===== config.mk =====
export PLATFORM = sky130hd
export DESIGN_NAME = axi4lite_reg_slave_flat
export DESIGN_NICKNAME = d
export VERILOG_FILES = /design/src/rtl/axi4lite_reg_slave_if.sv /design/src/rtl/axi4lite_reg_slave.sv /design/src/flat_wrapper.sv
export SDC_FILE = /design/constraint.sdc
export NUM_CORES = 1
export LEC_CHECK = 0
export ABC_AREA = 0
export CAP_MARGIN = 20
export CELL_PAD_IN_SITES_DETAIL_PLACEMENT = 0
export CELL_PAD_IN_SITES_GLOBAL_PLACEMENT = 1
export CORE_MARGIN = 1.5
export CORE_UTILIZATION = 29
export DETAILED_ROUTE_END_ITERATION = 8
export PLACE_DENSITY = 0.68
export SLEW_MARGIN = 10
export SYNTH_ARGS = -nofsm -noshare
export SYNTH_HDL_FRONTEND = slang
export SYNTH_SLANG_ARGS = --single-unit
export TNS_END_PERCENT = 5

===== constraint.sdc =====
create_clock -name ACLK -period 2.8 [get_ports ACLK]
set_input_delay 0.84 -clock ACLK [delete_from_list [all_inputs] [get_ports ACLK]]
set_output_delay 0.84 -clock ACLK [all_outputs]
set_load 0.05 [all_outputs]

===== src/rtl/axi4lite_reg_slave_if.sv =====
// AXI4-Lite signal bundle between a bus master and the register-bank slave.
// Clock and reset stay plain ports on the modules that use this bundle.
interface axi4lite_reg_slave_if;
  logic        AWVALID;
  logic        AWREADY;
  logic [31:0] AWADDR;
  logic [2:0]  AWPROT;
  logic        WVALID;
  logic        WREADY;
  logic [31:0] WDATA;
  logic [3:0]  WSTRB;
  logic        BVALID;
  logic        BREADY;
  logic [1:0]  BRESP;
  logic        ARVALID;
  logic        ARREADY;
  logic [31:0] ARADDR;
  logic [2:0]  ARPROT;
  logic        RVALID;
  logic        RREADY;
  logic [31:0] RDATA;
  logic [1:0]  RRESP;

  modport master (
    output AWVALID, AWADDR, AWPROT, WVALID, WDATA, WSTRB, BREADY,
           ARVALID, ARADDR, ARPROT, RREADY,
    input  AWREADY, WREADY, BVALID, BRESP, ARREADY, RVALID, RDATA, RRESP
  );

  modport slave (
    input  AWVALID, AWADDR, AWPROT, WVALID, WDATA, WSTRB, BREADY,
           ARVALID, ARADDR, ARPROT, RREADY,
    output AWREADY, WREADY, BVALID, BRESP, ARREADY, RVALID, RDATA, RRESP
  );
endinterface


===== src/rtl/axi4lite_reg_slave.sv =====
// AXI4-Lite responder exposing a bank of byte-strobed 32-bit control registers,
// with independent write (AW/W/B) and read (AR/R) paths and SLVERR on unmapped words.
module axi4lite_reg_slave #(
  parameter int unsigned NUM_REGS    = 8,
  parameter logic [31:0] RESET_VALUE = 32'h0000_0000
) (
  input  logic                      ACLK,
  input  logic                      ARESETn,
  axi4lite_reg_slave_if.slave       axi,
  output logic [32*NUM_REGS-1:0]    reg_out,
  output logic [NUM_REGS-1:0]       wr_pulse
);

  localparam int unsigned IDX_W = (NUM_REGS > 1) ? $clog2(NUM_REGS) : 1;
  localparam logic [1:0]  RESP_OKAY   = 2'b00;
  localparam logic [1:0]  RESP_SLVERR = 2'b10;

  typedef enum logic [1:0] {W_IDLE = 2'd0, W_COMMIT = 2'd1, W_RESP = 2'd2} wstate_t;
  typedef enum logic {R_IDLE = 1'b0, R_RESP = 1'b1} rstate_t;

  wstate_t     wstate, wstate_n;
  rstate_t     rstate, rstate_n;

  logic [31:0] regs   [NUM_REGS];
  logic [31:0] regs_n [NUM_REGS];

  logic        aw_held, aw_held_n, w_held, w_held_n;
  logic [29:0] aw_idx, aw_idx_n;
  logic [31:0] w_data, w_data_n;
  logic [3:0]  w_strb, w_strb_n;
  logic        awready, awready_n, wready, wready_n;
  logic        bvalid, bvalid_n;
  logic [1:0]  bresp, bresp_n;
  logic [NUM_REGS-1:0] wr_pulse_n;

  logic        arready, arready_n, rvalid, rvalid_n;
  logic [31:0] rdata, rdata_n;
  logic [1:0]  rresp, rresp_n;

  logic        aw_hs, w_hs, ar_hs, aw_held_set, w_held_set;
  logic        aw_mapped, ar_mapped;
  logic [29:0] ar_idx;
  logic [IDX_W-1:0] aw_sel, ar_sel;

  // Protection bits and byte offsets within a word carry no meaning here.
  logic unused;
  assign unused = ^{axi.AWPROT, axi.ARPROT, axi.AWADDR[1:0], axi.ARADDR[1:0]};

  assign aw_hs       = axi.AWVALID && awready;
  assign w_hs        = axi.WVALID && wready;
  assign ar_hs       = axi.ARVALID && arready;
  assign aw_held_set = aw_held || aw_hs;
  assign w_held_set  = w_held || w_hs;

  assign aw_mapped = aw_idx < 30'(NUM_REGS);
  assign aw_sel    = aw_idx[IDX_W-1:0];
  assign ar_idx    = axi.ARADDR[31:2];
  assign ar_mapped = ar_idx < 30'(NUM_REGS);
  assign ar_sel    = ar_idx[IDX_W-1:0];

  // Write FSM state register.
  always_ff @(posedge ACLK or negedge ARESETn) begin
    if (!ARESETn) wstate <= W_IDLE;
    else          wstate <= wstate_n;
  end

  // Write FSM next state: commit as soon as both address and data are held.
  always_comb begin
    wstate_n = wstate;
    unique case (wstate)
      W_IDLE:   if (aw_held_set && w_held_set) wstate_n = W_COMMIT;
      W_COMMIT: wstate_n = W_RESP;
      W_RESP:   if (axi.BREADY) wstate_n = W_IDLE;
      default:  wstate_n = W_IDLE;
    endcase
  end

  // Write FSM outputs and register-bank update, registered on the next edge.
  always_comb begin
    aw_held_n  = aw_held;
    w_held_n   = w_held;
    aw_idx_n   = aw_idx;
    w_data_n   = w_data;
    w_strb_n   = w_strb;
    awready_n  = 1'b0;
    wready_n   = 1'b0;
    bvalid_n   = bvalid;
    bresp_n    = bresp;
    wr_pulse_n = '0;
    regs_n     = regs;
    unique case (wstate)
      W_IDLE: begin
        if (aw_hs) begin
          aw_held_n = 1'b1;
          aw_idx_n  = axi.AWADDR[31:2];
        end
        if (w_hs) begin
          w_held_n = 1'b1;
          w_data_n = axi.WDATA;
          w_strb_n = axi.WSTRB;
        end
        awready_n = !aw_held_set;
        wready_n  = !w_held_set;
      end
      W_COMMIT: begin
        bvalid_n = 1'b1;
        bresp_n  = aw_mapped ? RESP_OKAY : RESP_SLVERR;
        if (aw_mapped && (|w_strb)) begin
          wr_pulse_n[aw_sel] = 1'b1;
          for (int unsigned b = 0; b < 4; b++) begin
            if (w_strb[b]) regs_n[aw_sel][8*b +: 8] = w_data[8*b +: 8];
          end
        end
      end
      W_RESP: begin
        if (axi.BREADY) begin
          bvalid_n  = 1'b0;
          aw_held_n = 1'b0;
          w_held_n  = 1'b0;
          awready_n = 1'b1;
          wready_n  = 1'b1;
        end
      end
      default: ;
    endcase
  end

  // Read FSM state register.
  always_ff @(posedge ACLK or negedge ARESETn) begin
    if (!ARESETn) rstate <= R_IDLE;
    else          rstate <= rstate_n;
  end

  // Read FSM next state.
  always_comb begin
    rstate_n = rstate;
    unique case (rstate)
      R_IDLE:  if (ar_hs) rstate_n = R_RESP;
      R_RESP:  if (axi.RREADY) rstate_n = R_IDLE;
      default: rstate_n = R_IDLE;
    endcase
  end

  // Read FSM outputs; data is captured from the bank before any same-edge write lands.
  always_comb begin
    arready_n = 1'b0;
    rvalid_n  = rvalid;
    rdata_n   = rdata;
    rresp_n   = rresp;
    unique case (rstate)
      R_IDLE: begin
        if (ar_hs) begin
          rvalid_n = 1'b1;
          rdata_n  = ar_mapped ? regs[ar_sel] : 32'h0;
          rresp_n  = ar_mapped ? RESP_OKAY : RESP_SLVERR;
        end else begin
          arready_n = 1'b1;
        end
      end
      R_RESP: begin
        if (axi.RREADY) begin
          rvalid_n  = 1'b0;
          arready_n = 1'b1;
        end
      end
      default: ;
    endcase
  end

  // Datapath and bus-output registers.
  always_ff @(posedge ACLK or negedge ARESETn) begin
    if (!ARESETn) begin
      aw_held  <= 1'b0;
      w_held   <= 1'b0;
      aw_idx   <= '0;
      w_data   <= '0;
      w_strb   <= '0;
      awready  <= 1'b0;
      wready   <= 1'b0;
      bvalid   <= 1'b0;
      bresp    <= RESP_OKAY;
      wr_pulse <= '0;
      arready  <= 1'b0;
      rvalid   <= 1'b0;
      rdata    <= '0;
      rresp    <= RESP_OKAY;
      for (int unsigned i = 0; i < NUM_REGS; i++) regs[i] <= RESET_VALUE;
    end else begin
      aw_held  <= aw_held_n;
      w_held   <= w_held_n;
      aw_idx   <= aw_idx_n;
      w_data   <= w_data_n;
      w_strb   <= w_strb_n;
      awready  <= awready_n;
      wready   <= wready_n;
      bvalid   <= bvalid_n;
      bresp    <= bresp_n;
      wr_pulse <= wr_pulse_n;
      arready  <= arready_n;
      rvalid   <= rvalid_n;
      rdata    <= rdata_n;
      rresp    <= rresp_n;
      regs     <= regs_n;
    end
  end

  assign axi.AWREADY = awready;
  assign axi.WREADY  = wready;
  assign axi.BVALID  = bvalid;
  assign axi.BRESP   = bresp;
  assign axi.ARREADY = arready;
  assign axi.RVALID  = rvalid;
  assign axi.RDATA   = rdata;
  assign axi.RRESP   = rresp;

  for (genvar i = 0; i < NUM_REGS; i++) begin : g_reg_out
    assign reg_out[32*i +: 32] = regs[i];
  end

endmodule


===== src/flat_wrapper.sv =====
// flat-port wrapper written by rule: the top's interface ports become plain ports
module axi4lite_reg_slave_flat 
#(
  parameter int unsigned NUM_REGS    = 8,
  parameter logic [31:0] RESET_VALUE = 32'h0000_0000
)
  (ACLK, ARESETn, reg_out, wr_pulse, axi_AWVALID, axi_AWADDR, axi_AWPROT, axi_WVALID, axi_WDATA, axi_WSTRB, axi_BREADY, axi_ARVALID, axi_ARADDR, axi_ARPROT, axi_RREADY, axi_AWREADY, axi_WREADY, axi_BVALID, axi_BRESP, axi_ARREADY, axi_RVALID, axi_RDATA, axi_RRESP);
  axi4lite_reg_slave_if axi_i ();
  input  logic ACLK;
  input  logic ARESETn;
  output logic [32*NUM_REGS-1:0] reg_out;
  output logic [NUM_REGS-1:0] wr_pulse;
  input wire logic [$bits(axi_i.AWVALID)-1:0] axi_AWVALID;
  input wire logic [$bits(axi_i.AWADDR)-1:0] axi_AWADDR;
  input wire logic [$bits(axi_i.AWPROT)-1:0] axi_AWPROT;
  input wire logic [$bits(axi_i.WVALID)-1:0] axi_WVALID;
  input wire logic [$bits(axi_i.WDATA)-1:0] axi_WDATA;
  input wire logic [$bits(axi_i.WSTRB)-1:0] axi_WSTRB;
  input wire logic [$bits(axi_i.BREADY)-1:0] axi_BREADY;
  input wire logic [$bits(axi_i.ARVALID)-1:0] axi_ARVALID;
  input wire logic [$bits(axi_i.ARADDR)-1:0] axi_ARADDR;
  input wire logic [$bits(axi_i.ARPROT)-1:0] axi_ARPROT;
  input wire logic [$bits(axi_i.RREADY)-1:0] axi_RREADY;
  output wire logic [$bits(axi_i.AWREADY)-1:0] axi_AWREADY;
  output wire logic [$bits(axi_i.WREADY)-1:0] axi_WREADY;
  output wire logic [$bits(axi_i.BVALID)-1:0] axi_BVALID;
  output wire logic [$bits(axi_i.BRESP)-1:0] axi_BRESP;
  output wire logic [$bits(axi_i.ARREADY)-1:0] axi_ARREADY;
  output wire logic [$bits(axi_i.RVALID)-1:0] axi_RVALID;
  output wire logic [$bits(axi_i.RDATA)-1:0] axi_RDATA;
  output wire logic [$bits(axi_i.RRESP)-1:0] axi_RRESP;
  assign axi_i.AWVALID = axi_AWVALID;
  assign axi_i.AWADDR = axi_AWADDR;
  assign axi_i.AWPROT = axi_AWPROT;
  assign axi_i.WVALID = axi_WVALID;
  assign axi_i.WDATA = axi_WDATA;
  assign axi_i.WSTRB = axi_WSTRB;
  assign axi_i.BREADY = axi_BREADY;
  assign axi_i.ARVALID = axi_ARVALID;
  assign axi_i.ARADDR = axi_ARADDR;
  assign axi_i.ARPROT = axi_ARPROT;
  assign axi_i.RREADY = axi_RREADY;
  assign axi_AWREADY = axi_i.AWREADY;
  assign axi_WREADY = axi_i.WREADY;
  assign axi_BVALID = axi_i.BVALID;
  assign axi_BRESP = axi_i.BRESP;
  assign axi_ARREADY = axi_i.ARREADY;
  assign axi_RVALID = axi_i.RVALID;
  assign axi_RDATA = axi_i.RDATA;
  assign axi_RRESP = axi_i.RRESP;
  axi4lite_reg_slave #(.NUM_REGS(NUM_REGS), .RESET_VALUE(RESET_VALUE)) u_core (.ACLK(ACLK), .ARESETn(ARESETn), .axi(axi_i), .reg_out(reg_out), .wr_pulse(wr_pulse));
endmodule

# Yosys cells after proc, flatten, opt, wreduce, memory -nomap -nowiden
# Index checks and enable logic that the tools add are counted.
# classes
magnitude_cmp,7
eq_ne,8
n_mux,53
bitwise,3
n_reduce_logical,24
# ops
operator,n
2-to-1 mux 256 bit,10
bitwise mux 256 bit,4
demux 32 bit (select 3 bit),4
2-to-1 mux 32 bit,4
binary-select mux 32 bit (select 3 bit),1
"less-than comparator 30 x 4 -> 1 bit, second input constant",2
2-to-1 mux 24 bit,1
2-to-1 mux 8 bit,3
2-to-1 mux 16 bit,1
one-hot mux 1 bit (2 select lines),8
AND reduction 2 bit,7
2-to-1 mux 1 bit,11
">= comparator 4 bit, second input constant",2
2-to-1 mux 2 bit,4
"inequality test 2 x 1 -> 1 bit, second input constant",4
NOT 3 -> 4 bit,2
logical AND 1 bit,7
one-hot mux 2 bit (3 select lines),1
AND reduction 3 bit,2
"less-than comparator 3 x 4 -> 1 bit, second input constant",1
"less-than comparator 4 x 1 -> 1 bit, second input constant",1
"inequality test 2 bit, second input constant",2
nonzero test 2 bit,2
OR reduction 4 bit,1
8 further kinds,10
# totals
ff_bits,376
inputBits,113
out_inout_bits,305
elab_cells,119

# Logic depth before layout (Yosys ltp)
# Gate-level depths: netlist of run 1.
# logic_depth
word_depth,19
mapped_depth,7
depth_no_buf,4

# Least setup slack after synthesis of run 1
# OpenSTA, ideal clock, no wires.
# synth_timing
path_type,input port to flip-flop
startpoint,input axi_ARADDR[2]
endpoint,register u_core.rdata[22] (netlist: u_core.axi.RDATA[22])
setup_ns,0.133
arrival_time_ns,2.243
required_time_ns,2.667
path_slack_ns,0.424
path_stages,5
path_buffers,2
path_cell_list,clkbuf_1 buf_2 mux4_2 mux2i_1 o21ai_0
# synth_via
elab_chain_cells,5
word_cells_on_any_way,6
classes_between,order compare (1); mux (4); bitwise (1)
# synth_lines
element,line_no,text
from (decl),flat_wrapper.sv:21,input wire logic [$bits(axi_i.ARADDR)-1:0] axi_ARADDR;
"parallel branches: the longest is 4 deep, another holds less-than comparator 30 x 4 -> 1 bit",n/a,
2-to-1 mux 32 bit (*),axi4lite_reg_slave.sv:154,rdata_n = ar_mapped ? regs[ar_sel] : 32'h0;
to (signal assigned),axi4lite_reg_slave.sv:201,rdata <= rdata_n;
to (decl),axi4lite_reg_slave.sv:37,"logic [31:0] rdata, rdata_n;"
# Every way passes the cells marked *. The select of a mux whose other input is x is not followed.
# A chain may end at the register's enable or synchronous reset.

# Worst setup path in the final report of run 1
# layout_timing
startpoint,"register u_core.regs, in the netlist u_core.reg_out[43]"
endpoint,output reg_out[43]
# layout_lines
element,line_no,text
from (decl),axi4lite_reg_slave.sv:24,logic [31:0] regs [NUM_REGS];
from (signal assigned),axi4lite_reg_slave.sv:203,regs <= regs_n;
to (decl),flat_wrapper.sv:11,output logic [32*NUM_REGS-1:0] reg_out;
# No word-level cell between the ends.

==> flow_metrics.py, run 1 <==
metrics = {
    "timing": {
        "fin_crit_sh": 0.949,
        "max_freq_ghz": 0.376,
        "slew_viol_final": 0,
        "grt_setup_unrepaired": "no",
        "finalHoldViolations": 0,
        "final-setup-viol-count": 0,
        "finalClockSkew_ns": 0.0183,
        "period_needed_ns": 2.66,
        "fin_ws_ns": 0.142,
        "worst_pin_slew_ns": 1.00,
        "setup_tns_ns": 0,
        "max_slew_margin": 0.333,
    },
    "critical_path": {
        "r2r_cells": 6,
        "r2r_start": "u_core.aw_idx[28]",
        "worst-path-stages": 1,
        "crit_buf_inv": 1,
        "crit_path_cell_trace": "clkdlybuf4s50_1",
        "startpoint_type": "register",
        "cp_max_fo": 3,
        "r2r_setup_slack_ns": 0.42,
        "worst_path_largest_cell_delay_ns": 0.90,
        "cp.required_ns": 1.96,
        "crit_path_end_kind": "primary output",
        "crit_type": "reg2out",
        "critPathTopFamily": "buffers and inverters",
        "r2r_end": "u_core.reg_out[46]",
        "slowest_stage": "clkdlybuf4s50_1",
        "crit_arrival_ns": 1.82,
    },
    "global_route": {
        "grt_usage": 0.181,
        "grt_pass1_vias": 11800,
        "grt_pass1_wl_um": 77300,
        "grt_overflow": 0,
        "grt_start_max_net_pins": 77,
        "antenna_found_initial": 4,
    },
    "placement": {
        "dp_hpwl_um": 35800,
        "place_ws_ns": 0.205,
        "io_buffer_count": 405,
        "finalWeightedCongestion": 0.764,
    },
    "detailed_routing": {
        "drtIter0Drc": 612,
        "via_per_inst": 4.81,
        "vias": 11100,
        "drc": 0,
        "firstDrtPassIters": 7,
        "antenna_left": 0,
        "wl_per_cell_um": 23.0,
        "totalWireLength_um": 52900,
    },
    "clock_tree": {
        "htreeDepth": 2,
        "postCtsResizedCells": 0,
        "cts-root-buf": "clkbuf_16",
        "cts_tree": "yes",
        "clk_pin_slew_ns": 0.06,
        "cts_setup_buffers": 0,
        "cts_hold_buffers": 0,
        "numClockSinks": 374,
        "clkLatencyLatePin_ns": 0.56,
        "clockBufferDepth": 3,
        "cts_buffers": 43,
    },
    "power": {
        "seqPwrFrac": 0.472,
        "swShare": 0.285,
        "internal_power_w": 0.0104,
        "p_leak_nw": 10.5,
        "comb_power_share": 0.137,
        "clockPowerShare": 0.390,
        "max-vdd-ir-drop_uv": 503,
        "powerDensity_nw_per_um2": 621,
        "switchingPower_w": 0.00412,
    },
    "yosys": {
        "syn_inst": 1040,
        "ys_types": 35,
        "yosys.area_share.simple": 0.0707,
        "muxShareOfSynthArea": 0.328,
        "synth-adder-area-share": 0,
        "synth_top_family_by_area": "multiplexers",
        "netlist_area_um2": 16400,
        "ys_ff_latch": 374,
        "yosysSeqAreaShare": 0.570,
        "synth.avg_cell_area_um2": 15.8,
        "post_synth_xor_area_fraction": 0,
        "synth_compound_area_frac": 0.0144,
        "yosysWarnings": 0,
    },
    "job": {
        "max_cap_viol_count": 0,
    },
    "floorplan": {
        "ios": 418,
        "die_w_um": 241,
        "die_area_um2": 58000,
        "rows": 87,
        "die_h_um": 241,
        "initial_core_util": 0.292,
        "core_area_um2": 56200,
    },
    "cells_and_area": {
        "fin_nets": 1623,
        "final_cell_mix": "clkdlybuf4s50_1, dfrtp_1, mux2_2",
        "final_common_cell": "clkdlybuf4s50_1",
        "regArea_um2": 9360,
        "fill_cells": 5261,
        "area_growth_pct": 42.2,
        "layout-drive-gt1-share": 0.368,
        "multi_input_area_um2": 6830,
    },
    "run_status": {
        "status": "finished, final reports clean",
    },
    "hold_path": {
        "min_path_type": "in2async",
    },
}
==> sequential cells by signal, indices dropped and copies added, names as in the netlist <==
| name | flops |
|---|---|
| u_core.w_data | 32 |
| u_core.w_held | 1 |
| u_core.aw_held | 1 |
| u_core.axi.BRESP | 1 |
| u_core.axi.RRESP | 1 |
| u_core.wr_pulse | 8 |
| u_core.axi.WREADY | 1 |
| u_core.axi.BVALID | 1 |
| u_core.reg_out | 256 |
| u_core.w_strb | 4 |
| u_core.axi.RVALID | 1 |
| u_core.wstate | 2 |
| u_core.aw_idx | 30 |
| u_core.rstate | 1 |
| u_core.axi.ARREADY | 1 |
| u_core.axi.RDATA | 32 |
| u_core.axi.AWREADY | 1 |
==> worst max-delay path by stage <==
stage	startpoint	endpoint	slack [ns]
2_1_floorplan	axi_ARADDR[2]	u_core.axi.RDATA[22]	0.42
5_1_grt	u_core.reg_out[11]	reg_out[11]	0.07
6_report	u_core.reg_out[43]	reg_out[43]	0.14
4_1_cts	u_core.axi.RDATA[22]	axi_RDATA[22]	0.1
3_5_place_dp	axi_ARADDR[15]	u_core.axi.RDATA[14]	0.21
3_3_place_gp	axi_ARADDR[15]	u_core.axi.RDATA[13]	0.26
==> area by class of cell <==
type | count | area share
inverter | 3 | 0.000483
timing repair buffer | 479 | 0.204
clock inverter | 7 | 0.00397
sequential | 374 | 0.401
multi-input combinational | 609 | 0.293
clock buffer | 67 | 0.0570
antenna | 3 | 0.000322
tap | 756 | 0.0406
==> Yosys cell counts, drive strengths merged <==
cell type,n,area [µm²]
dfrtp,374,9360
mux2,322,3630
mux4,64,1440
nor3,36,521
nand2,35,131
o21ai,33,165
clkbuf,32,120
mux2i,32,320
buf,23,131
nand4,18,119
nand4b,16,140
nor4,14,87.6
a21oi,8,40.0
and3,5,31.3
and3b,4,35.0
nor2,4,15.0
inv,3,11.3
nor2b,3,18.8
a21o,2,15.0
nand2b,2,12.5
nand3b,2,15.0
and2,1,6.26
and4,1,8.76
conb,1,3.75
nand3,1,5.00
nor3b,1,7.51
o21a,1,7.51
o41ai,1,8.76
or2,1,6.26
==> layer usage <==
| metal | up-vias | part of all wire | global-route usage |
|---|---|---|---|
| met5 | - | 0.00025 | 0 |
| met4 | 2 | 0.020 | 0.0477 |
| met3 | 70 | 0.067 | 0.0507 |
| met2 | 313 | 0.49 | 0.304 |
| met1 | 5818 | 0.42 | 0.229 |
| li1 | 4849 | - | - |
==> worst reg2reg max path: cells and delay by family (launching register included) <==
family / cells / cell delay (ns)
buf+inv: 2 / 0.53
simple gates: 3 / 0.99
mux: 1 / 0.37
flops: 1 / 0.38
==> metrics by stage <==
step | power, W | util | hold WS, ns | area (µm²) | cells
floorplan | 0.00784 | - | 0.430 | 16400 | 1041
global placement | 0.00885 | 0.390 | 0.442 | 21900 | 2221
detailed placement | 0.00893 | 0.390 | 0.458 | 21900 | 2221
CTS | 0.0147 | 0.415 | 0.256 | 23300 | 2295
global route | 0.0152 | 0.415 | 0.268 | 23300 | 2298
finish | 0.0145 | 0.415 | 0.246 | 23300 | 2298
==> kinds of logic after synthesis <==
group	after synthesis
buffers and inverters	58
flip-flops	374
multiplexers	418
AND/OR/NAND/NOR	144
AO/OA/AOI/OAI	45
other	1
==> power by group through the flow <==
stage | logic, W | registers [W] | clock network, W
5_1_grt | 0.00215 | 0.00697 | 0.00606
2_1_floorplan | 0.00123 | 0.00660 | 0
4_1_cts | 0.00203 | 0.00682 | 0.00581
3_3_place_gp | 0.00198 | 0.00687 | 0
6_report | 0.00199 | 0.00684 | 0.00565
3_5_place_dp | 0.00202 | 0.00691 | 0
Note: power is estimated with default switching activity, not from simulation.
==> run 2: changes to the inputs <==
Settings changed: CORE_MARGIN 1.5 to not set.
==> flow_metrics.py, run 2 (synthesis results as in run 1) <==
metrics = {
    "run_status": {
        "status": "finished, final reports clean",
    },
    "timing": {
        "finalClockSkew_ns": 0.0248,
        "max_slew_margin": 0.565,
        "fin_crit_sh": 0.959,
        "slew_viol_final": 0,
        "grt_setup_unrepaired": "no",
        "max_freq_ghz": 0.372,
        "finalHoldViolations": 0,
        "setup_tns_ns": 0,
        "period_needed_ns": 2.69,
        "final-setup-viol-count": 0,
        "worst_pin_slew_ns": 0.648,
    },
    "clock_tree": {
        "cts_tree": "yes",
        "cts_hold_buffers": 0,
        "postCtsResizedCells": 0,
        "htreeDepth": 2,
        "cts-root-buf": "clkbuf_16",
        "cts_buffers": 42,
        "clockBufferDepth": 3,
        "clkLatencyLatePin_ns": 0.57,
        "numClockSinks": 374,
        "clk_pin_slew_ns": 0.06,
        "cts_setup_buffers": 0,
    },
    "cells_and_area": {
        "fin_nets": 1625,
        "final_cell_mix": "clkdlybuf4s50_1, dfrtp_1, mux2_2",
        "layout-drive-gt1-share": 0.369,
        "final_common_cell": "clkdlybuf4s50_1",
        "fin_cells": 2290,
        "largest_register_ffs": 256,
        "area_growth_pct": 42.3,
    },
    "power": {
        "seqPwrFrac": 0.473,
        "swShare": 0.284,
        "switchingPower_w": 0.00409,
        "comb_power_share": 0.146,
        "internal_power_w": 0.0103,
        "p_leak_nw": 10.6,
        "powerDensity_nw_per_um2": 617,
        "max-vdd-ir-drop_uv": 429,
        "clockPowerShare": 0.382,
    },
    "global_route": {
        "grt_pass1_vias": 12000,
        "grt_start_max_net_pins": 68,
        "grt_usage": 0.183,
        "grt_pass1_wl_um": 78300,
        "antenna_found_initial": 3,
        "grt_overflow": 0,
    },
    "placement": {
        "place_inst": 2216,
        "io_buffer_count": 405,
        "finalWeightedCongestion": 0.754,
        "dp_hpwl_um": 36200,
    },
    "detailed_routing": {
        "vias": 11000,
        "drc": 0,
        "via_per_inst": 4.82,
        "drtIter0Drc": 503,
        "antenna_left": 0,
        "wl_per_cell_um": 23.0,
        "totalWireLength_um": 52800,
        "firstDrtPassIters": 4,
    },
    "critical_path": {
        "crit_type": "reg2out",
        "r2r_cells": 6,
        "crit_arrival_ns": 1.85,
        "crit_path_end_kind": "primary output",
        "critPathTopFamily": "buffers and inverters",
        "startpoint_type": "register",
        "r2r_start": "u_core.aw_idx[28]",
        "r2r_end": "u_core.reg_out[156]",
        "crit_buf_inv": 1,
        "crit_path_cell_trace": "clkdlybuf4s50_1",
        "r2r_setup_slack_ns": 0.41,
        "slowest_stage": "clkdlybuf4s50_1",
        "cp.required_ns": 1.96,
        "cp_max_fo": 3,
        "worst_path_largest_cell_delay_ns": 0.90,
    },
    "floorplan": {
        "ios": 418,
        "die_area_um2": 57500,
        "rows": 86,
        "initial_core_util": 0.296,
        "core_area_um2": 55500,
        "die_h_um": 240,
        "die_w_um": 240,
    },
    "hold_path": {
        "min_path_type": "in2async",
    },
    "job": {
        "max_cap_viol_count": 0,
    },
}
-- run 2: cell types whose count changed in the layout (fill, tap and decap cells not counted), sizes merged --
cell    previous run  this run
buf               78        81
clkinv             5         2
bufinv             2         1
clkbuf            67        68
diode              3         2
inv                3         4
-- run 2: routing by layer --
metal,share of wire,vias to the layer above,global-route usage
met5,0.00032,-,0
met4,0.018,2,0.0463
met3,0.068,73,0.0498
met2,0.49,299,0.311
met1,0.42,5803,0.230
li1,-,4861,-
-- run 2: worst max-delay path by stage --
| stage | from | to | slack (ns) | cells past startpoint |
|---|---|---|---|---|
| floorplan | axi_ARADDR[2] | u_core.axi.RDATA[22] | 0.42 | 5 |
| global placement | axi_ARADDR[19] | u_core.axi.RDATA[14] | 0.33 | 6 |
| detailed placement | axi_ARADDR[19] | u_core.axi.RDATA[15] | 0.28 | 6 |
| CTS | u_core.reg_out[139] | reg_out[139] | 0.09 | 1 |
| global route | u_core.reg_out[203] | reg_out[203] | 0.07 | 1 |
| finish | u_core.reg_out[43] | reg_out[43] | 0.11 | 1 |
-- run 2: power groups by stage --
stage          Sequential, W  Clock [W]  Combinational (W)
2_1_floorplan        0.00660          0            0.00123
3_3_place_gp         0.00684          0            0.00209
3_5_place_dp         0.00688          0            0.00213
4_1_cts              0.00679    0.00566            0.00214
5_1_grt              0.00693    0.00588            0.00227
6_report             0.00681    0.00550            0.00210
-- run 2: cell type report --
type / instances / area, µm²
diodes: 2 / 5.00
clock buffers: 68 / 1330
clock inverters: 4 / 48.8
fillers: 5161 / 32200
inverters: 3 / 11.3
multi-input cells: 609 / 6830
flip-flops and latches: 374 / 9360
well taps: 748 / 936
repair buffers: 482 / 4840
-- run 2: through the flow --
stage          utilization  total power, W  setup slack (ns)  hold WS (ns)  cell area (µm²)
3_5_place_dp         0.396         0.00901             0.280         0.468            22000
3_3_place_gp         0.396         0.00894             0.325         0.447            22000
4_1_cts              0.421          0.0146            0.0924         0.210            23400
6_report             0.421          0.0144             0.114         0.214            23400
2_1_floorplan            -         0.00784             0.424         0.430            16400
5_1_grt              0.421          0.0151            0.0730         0.222            23400
==> run 3: changes to the inputs <==
Settings changed: CELL_PAD_IN_SITES_DETAIL_PLACEMENT 0 to not set, CELL_PAD_IN_SITES_GLOBAL_PLACEMENT 1 to not set, PLACE_DENSITY 0.68 to 0.59.
==> flow_metrics.py, run 3 (synthesis results as in run 1) <==
metrics = {
    "critical_path": {
        "crit_path_cell_trace": "clkdlybuf4s50_1",
        "cp.required_ns": 1.96,
        "r2r_start": "u_core.aw_idx[18]",
        "crit_path_end_kind": "primary output",
        "worst-path-stages": 1,
        "worst_path_largest_cell_delay_ns": 0.84,
        "startpoint_type": "register",
        "crit_type": "reg2out",
        "crit_arrival_ns": 1.84,
        "crit_buf_inv": 1,
        "critPathTopFamily": "buffers and inverters",
        "r2r_end": "u_core.reg_out[2]",
        "cp_max_fo": 3,
        "r2r_cells": 6,
        "r2r_setup_slack_ns": 0.43,
        "slowest_stage": "clkdlybuf4s50_1",
    },
    "placement": {
        "finalWeightedCongestion": 0.758,
        "place_ws_ns": 0.337,
        "io_buffer_count": 405,
        "dp_hpwl_um": 34600,
    },
    "detailed_routing": {
        "antenna_left": 0,
        "firstDrtPassIters": 4,
        "drc": 0,
        "wl_per_cell_um": 22.7,
        "via_per_inst": 4.84,
        "drtIter0Drc": 519,
        "totalWireLength_um": 51700,
        "vias": 11000,
    },
    "floorplan": {
        "core_area_um2": 55500,
        "die_w_um": 240,
        "die_area_um2": 57500,
        "rows": 86,
        "initial_core_util": 0.296,
        "ios": 418,
        "die_h_um": 240,
    },
    "clock_tree": {
        "numClockSinks": 374,
        "postCtsResizedCells": 0,
        "cts_buffers": 43,
        "clk_pin_slew_ns": 0.06,
        "clkLatencyLatePin_ns": 0.57,
        "clockBufferDepth": 3,
        "cts_setup_buffers": 0,
        "cts-root-buf": "clkbuf_16",
        "htreeDepth": 2,
        "cts_hold_buffers": 0,
        "cts_tree": "yes",
    },
    "timing": {
        "setup_tns_ns": 0,
        "fin_crit_sh": 0.958,
        "period_needed_ns": 2.68,
        "max_slew_margin": 0.326,
        "finalClockSkew_ns": 0.0164,
        "max_freq_ghz": 0.373,
        "slew_viol_final": 0,
        "fin_ws_ns": 0.117,
        "worst_pin_slew_ns": 1.01,
        "final-setup-viol-count": 0,
        "grt_setup_unrepaired": "no",
        "hold_slack_ns": 0.245,
        "finalHoldViolations": 0,
    },
    "power": {
        "max-vdd-ir-drop_uv": 357,
        "powerDensity_nw_per_um2": 630,
        "p_leak_nw": 10.5,
        "power_w": 0.0147,
    },
    "global_route": {
        "grt_usage": 0.180,
        "grt_overflow": 0,
        "grt_start_max_net_pins": 67,
        "antenna_found_initial": 3,
        "grt_pass1_wl_um": 76500,
        "grt_pass1_vias": 11700,
    },
    "cells_and_area": {
        "area_growth_pct": 41.9,
        "final_common_cell": "clkdlybuf4s50_1",
        "fin_nets": 1612,
        "largest_register_ffs": 256,
        "fill_cells": 5110,
        "layout-drive-gt1-share": 0.366,
        "final_cell_mix": "clkdlybuf4s50_1, dfrtp_1, mux2_2",
    },
    "run_status": {
        "status": "finished, final reports clean",
    },
    "hold_path": {
        "min_path_type": "in2async",
    },
    "job": {
        "max_cap_viol_count": 0,
    },
}
## run 3: layout make-up
type / count / area (µm²) / area share
repair buffers: 468 / 4670 / 0.201
inverters: 3 / 11.3 / 0.000484
clock inverters: 19 / 277 / 0.0119
diodes: 2 / 5.00 / 0.000215
flip-flops and latches: 374 / 9360 / 0.402
clock buffers: 56 / 1200 / 0.0514
well taps: 748 / 936 / 0.0402
multi-input cells: 609 / 6830 / 0.293
## run 3: stage by stage
step	cells	area, µm²	util
6_report	2279	23300	0.419
5_1_grt	2279	23300	0.419
4_1_cts	2277	23300	0.419
3_5_place_dp	2202	21800	0.393
3_3_place_gp	2202	21800	0.393
2_1_floorplan	1041	16400	-
## run 3: routing by layer
metal	global-route usage	routed length, µm
met2	0.301	25300
met4	0.0444	933
met3	0.0418	3130
met5	0	13
met1	0.235	22300
## run 3: worst max-delay path by stage
stage	to	startpoint
after global placement	u_core.w_data[14]	axi_WVALID
after CTS	reg_out[127]	u_core.reg_out[127]
after floorplan	u_core.axi.RDATA[22]	axi_ARADDR[2]
after global routing	reg_out[248]	u_core.reg_out[248]
final	reg_out[127]	u_core.reg_out[127]
after detailed placement	u_core.axi.RDATA[13]	axi_ARADDR[19]
## run 3: report_power, final
part | total, W | internal (W) | switching, W
clock network | 0.00588 | 0.00357 | 0.00231
logic | 0.00194 | 0.000960 | 0.000982
registers | 0.00684 | 0.00596 | 0.000881
==> edit: new RTL, config.mk and constraints of run 3 <==
`NUM_REGS` is set to 8 in 2 places; all go to 4.
--- a/src/rtl/axi4lite_reg_slave.sv
+++ b/src/rtl/axi4lite_reg_slave.sv
@@ -1,7 +1,7 @@
 // AXI4-Lite responder exposing a bank of byte-strobed 32-bit control registers,
 // with independent write (AW/W/B) and read (AR/R) paths and SLVERR on unmapped words.
 module axi4lite_reg_slave #(
-  parameter int unsigned NUM_REGS    = 8,
+  parameter int unsigned NUM_REGS    = 4,
   parameter logic [31:0] RESET_VALUE = 32'h0000_0000
 ) (
   input  logic                      ACLK,
--- a/src/flat_wrapper.sv
+++ b/src/flat_wrapper.sv
@@ -1,7 +1,7 @@
 // flat-port wrapper written by rule: the top's interface ports become plain ports
 module axi4lite_reg_slave_flat 
 #(
-  parameter int unsigned NUM_REGS    = 8,
+  parameter int unsigned NUM_REGS    = 4,
   parameter logic [31:0] RESET_VALUE = 32'h0000_0000
 )
   (ACLK, ARESETn, reg_out, wr_pulse, axi_AWVALID, axi_AWADDR, axi_AWPROT, axi_WVALID, axi_WDATA, axi_WSTRB, axi_BREADY, axi_ARVALID, axi_ARADDR, axi_ARPROT, axi_RREADY, axi_AWREADY, axi_WREADY, axi_BVALID, axi_BRESP, axi_ARREADY, axi_RVALID, axi_RDATA, axi_RRESP);
Ports: changed (resized reg_out and wr_pulse); port bits go from 418 to 286. No check against the original RTL was run, so the function may have changed too.
==> edit against run 3 <==
Synthesized area is 38% lower; wire length is 46% lower; cell area shrank 37%; setup slack improved by 70 ps; sequential cell count down 132; register-to-register slack improved by 100 ps; total power decreased by 32%; combinational power down 17%; critical path type unchanged; largest power group unchanged; highest routed layer unchanged.
==> edit: results (changes against run 3) <==
Status
  • Status: finished, final reports clean

Power and ir drop
  • Peak supply drop: 0.000509 V (+43%)
  • LEAKAGE: 6.32 nW (-40%)

Worst setup path
  • Crit path max fanout: 3 (unchanged)
  • Worst path max stage delay: 850 ps
  • Crit path DAT: 1770 ps (-70 ps)
  • Slack of the worst reg-to-reg path: 530 ps (+100 ps)

Yosys
  • Area contributors post-synth: dfrtp_1 59%, mux2_2 21%, mux4_2 7.1%
  • Fraction of registers with async set/reset: 100% (unchanged)
  • Most frequent cells after synthesis: 242 x dfrtp_1, 187 x mux2_2, 42 x o21ai_0
  • Sequential element share of the synthesized area: 59.5% (+2.4 points)
  • Syn_area_per_cell: 14.9 µm² (-5.8%)
  • Synth cell types: 31 (-11%)

CTS
  • Longest Clk Path Bufs: 3 (unchanged)
  • Post-CTS Setup Inserts: 0 (unchanged)
  • # resized after CTS: 0 (unchanged)
  • H-tree levels: 1 (-1)
  • Clock buffer count from CTS: 28 (-35%)
  • Clk_lat worst skew: 540 ps (-30 ps)
  • Reg clk slew, reported paths: 60 ps (about the same)

Routing
  • Wire per inst: 19.1 µm (-16%)
  • Top routing layer in use: met5
  • Drt initial violations: 240 (-54%)
  • Via count: 6704 (-39%)
  • DR WL met3: 2.07 mm (-34%)
  • DR pass1 iterations: 4 (unchanged)
  • Met2 WL: 12.9 mm (-49%)
  • WL met1: 12.4 mm (-45%)

Global route
  • Vias in the first global route: 7132 (-39%)
  • Pin count of the biggest net entering global routing: 67 (unchanged)
  • First-pass GRT wire length: 43.7 mm (-43%)
  • Initial antenna violation count: 4 (+1)
  • Total GRT Usage: 15.8% (-2.2 points)

Placed design
  • Final GP Congestion: 0.730 (-3.7%)
  • PortBufs: 273 (-33%)
  • Placed cell areas: 13700 µm² (-37%)
  • Hpwl dp: 19.3 mm (-44%)
  • Worst slack, placed: -118 ps (-455 ps)
  • Placed cell count: 1412 (-36%)

Final layout
  • Max reg flops: 128 (-50%)
  • Share of cells above drive strength 1: 31.6% (-4.9 points)
  • Filler cells: 3220 (-37%)
  • Finished Layout Cells: 1464 (-36%)
  • Final nets: 1100 (-32%)
  • FF+latch area: 6060 µm² (-35%)

STA
  • Worst Skew: 12.3 ps (-4.12 ps)
  • Worst Tran Pin Value: 590 ps (-421 ps)
  • Hold_ws: 219 ps (-26.8 ps)
  • Crit path time final: 2610 ps (-69.6 ps)
## edit: cell count changes after synthesis, moves of 15 or more
cell      change
mux2_2      -135
dfrtp_1     -132
inv_1        +36
mux2i_1      -32
mux4_2       -32
nor3_4       -28
clkbuf_1     -19
nand4b_1     -16
nand4_1      -15
## edit: final cells by class
cell class              count  area share, %
flip-flops and latches    242           41.5
clock inverters            12          0.959
clock buffers              39           5.57
repair buffers            304           20.8
inverters                  39           1.00
well taps                 455           3.90
multi-input cells         372           26.3
diodes                      1         0.0171
## edit: path summary, 6_finish.rpt
check / startpoint / to / cells past startpoint
max: u_core.reg_out[63] / reg_out[63] / 1
min: ARESETn / u_core.w_data[29] / 1
max reg2reg: u_core.aw_idx[19] / u_core.reg_out[9] / 6
min reg2reg: u_core.rstate / u_core.axi.RVALID / 1
max in group asynchronous: ARESETn / u_core.axi.RDATA[22] / 2
min in group ACLK: u_core.rstate / u_core.axi.RVALID / 1
## edit: power breakdown
group          leakage, nW  internal, mW  switching [mW]  total (mW)
registers             3.22          4.07           0.505        4.57
logic                 2.63         0.801           0.809        1.61
clock network        0.469          2.29            1.43        3.72
## edit: cell families after synthesis
logic type             Yosys count  share of synthesized area (%)
AND/OR/NAND/NOR                 99                           6.89
AO/OA/AOI/OAI                   49                           2.43
other                            1                         0.0368
flip-flops                     242                           59.5
buffers and inverters           72                           3.07
multiplexers                   222                           28.1
## edit: layer usage
layer	track usage (%)	vias to the layer above
met5	0	-
met4	3.44	4
met3	4.99	34
met2	24.9	180
met1	21.1	3410
li1	-	3076
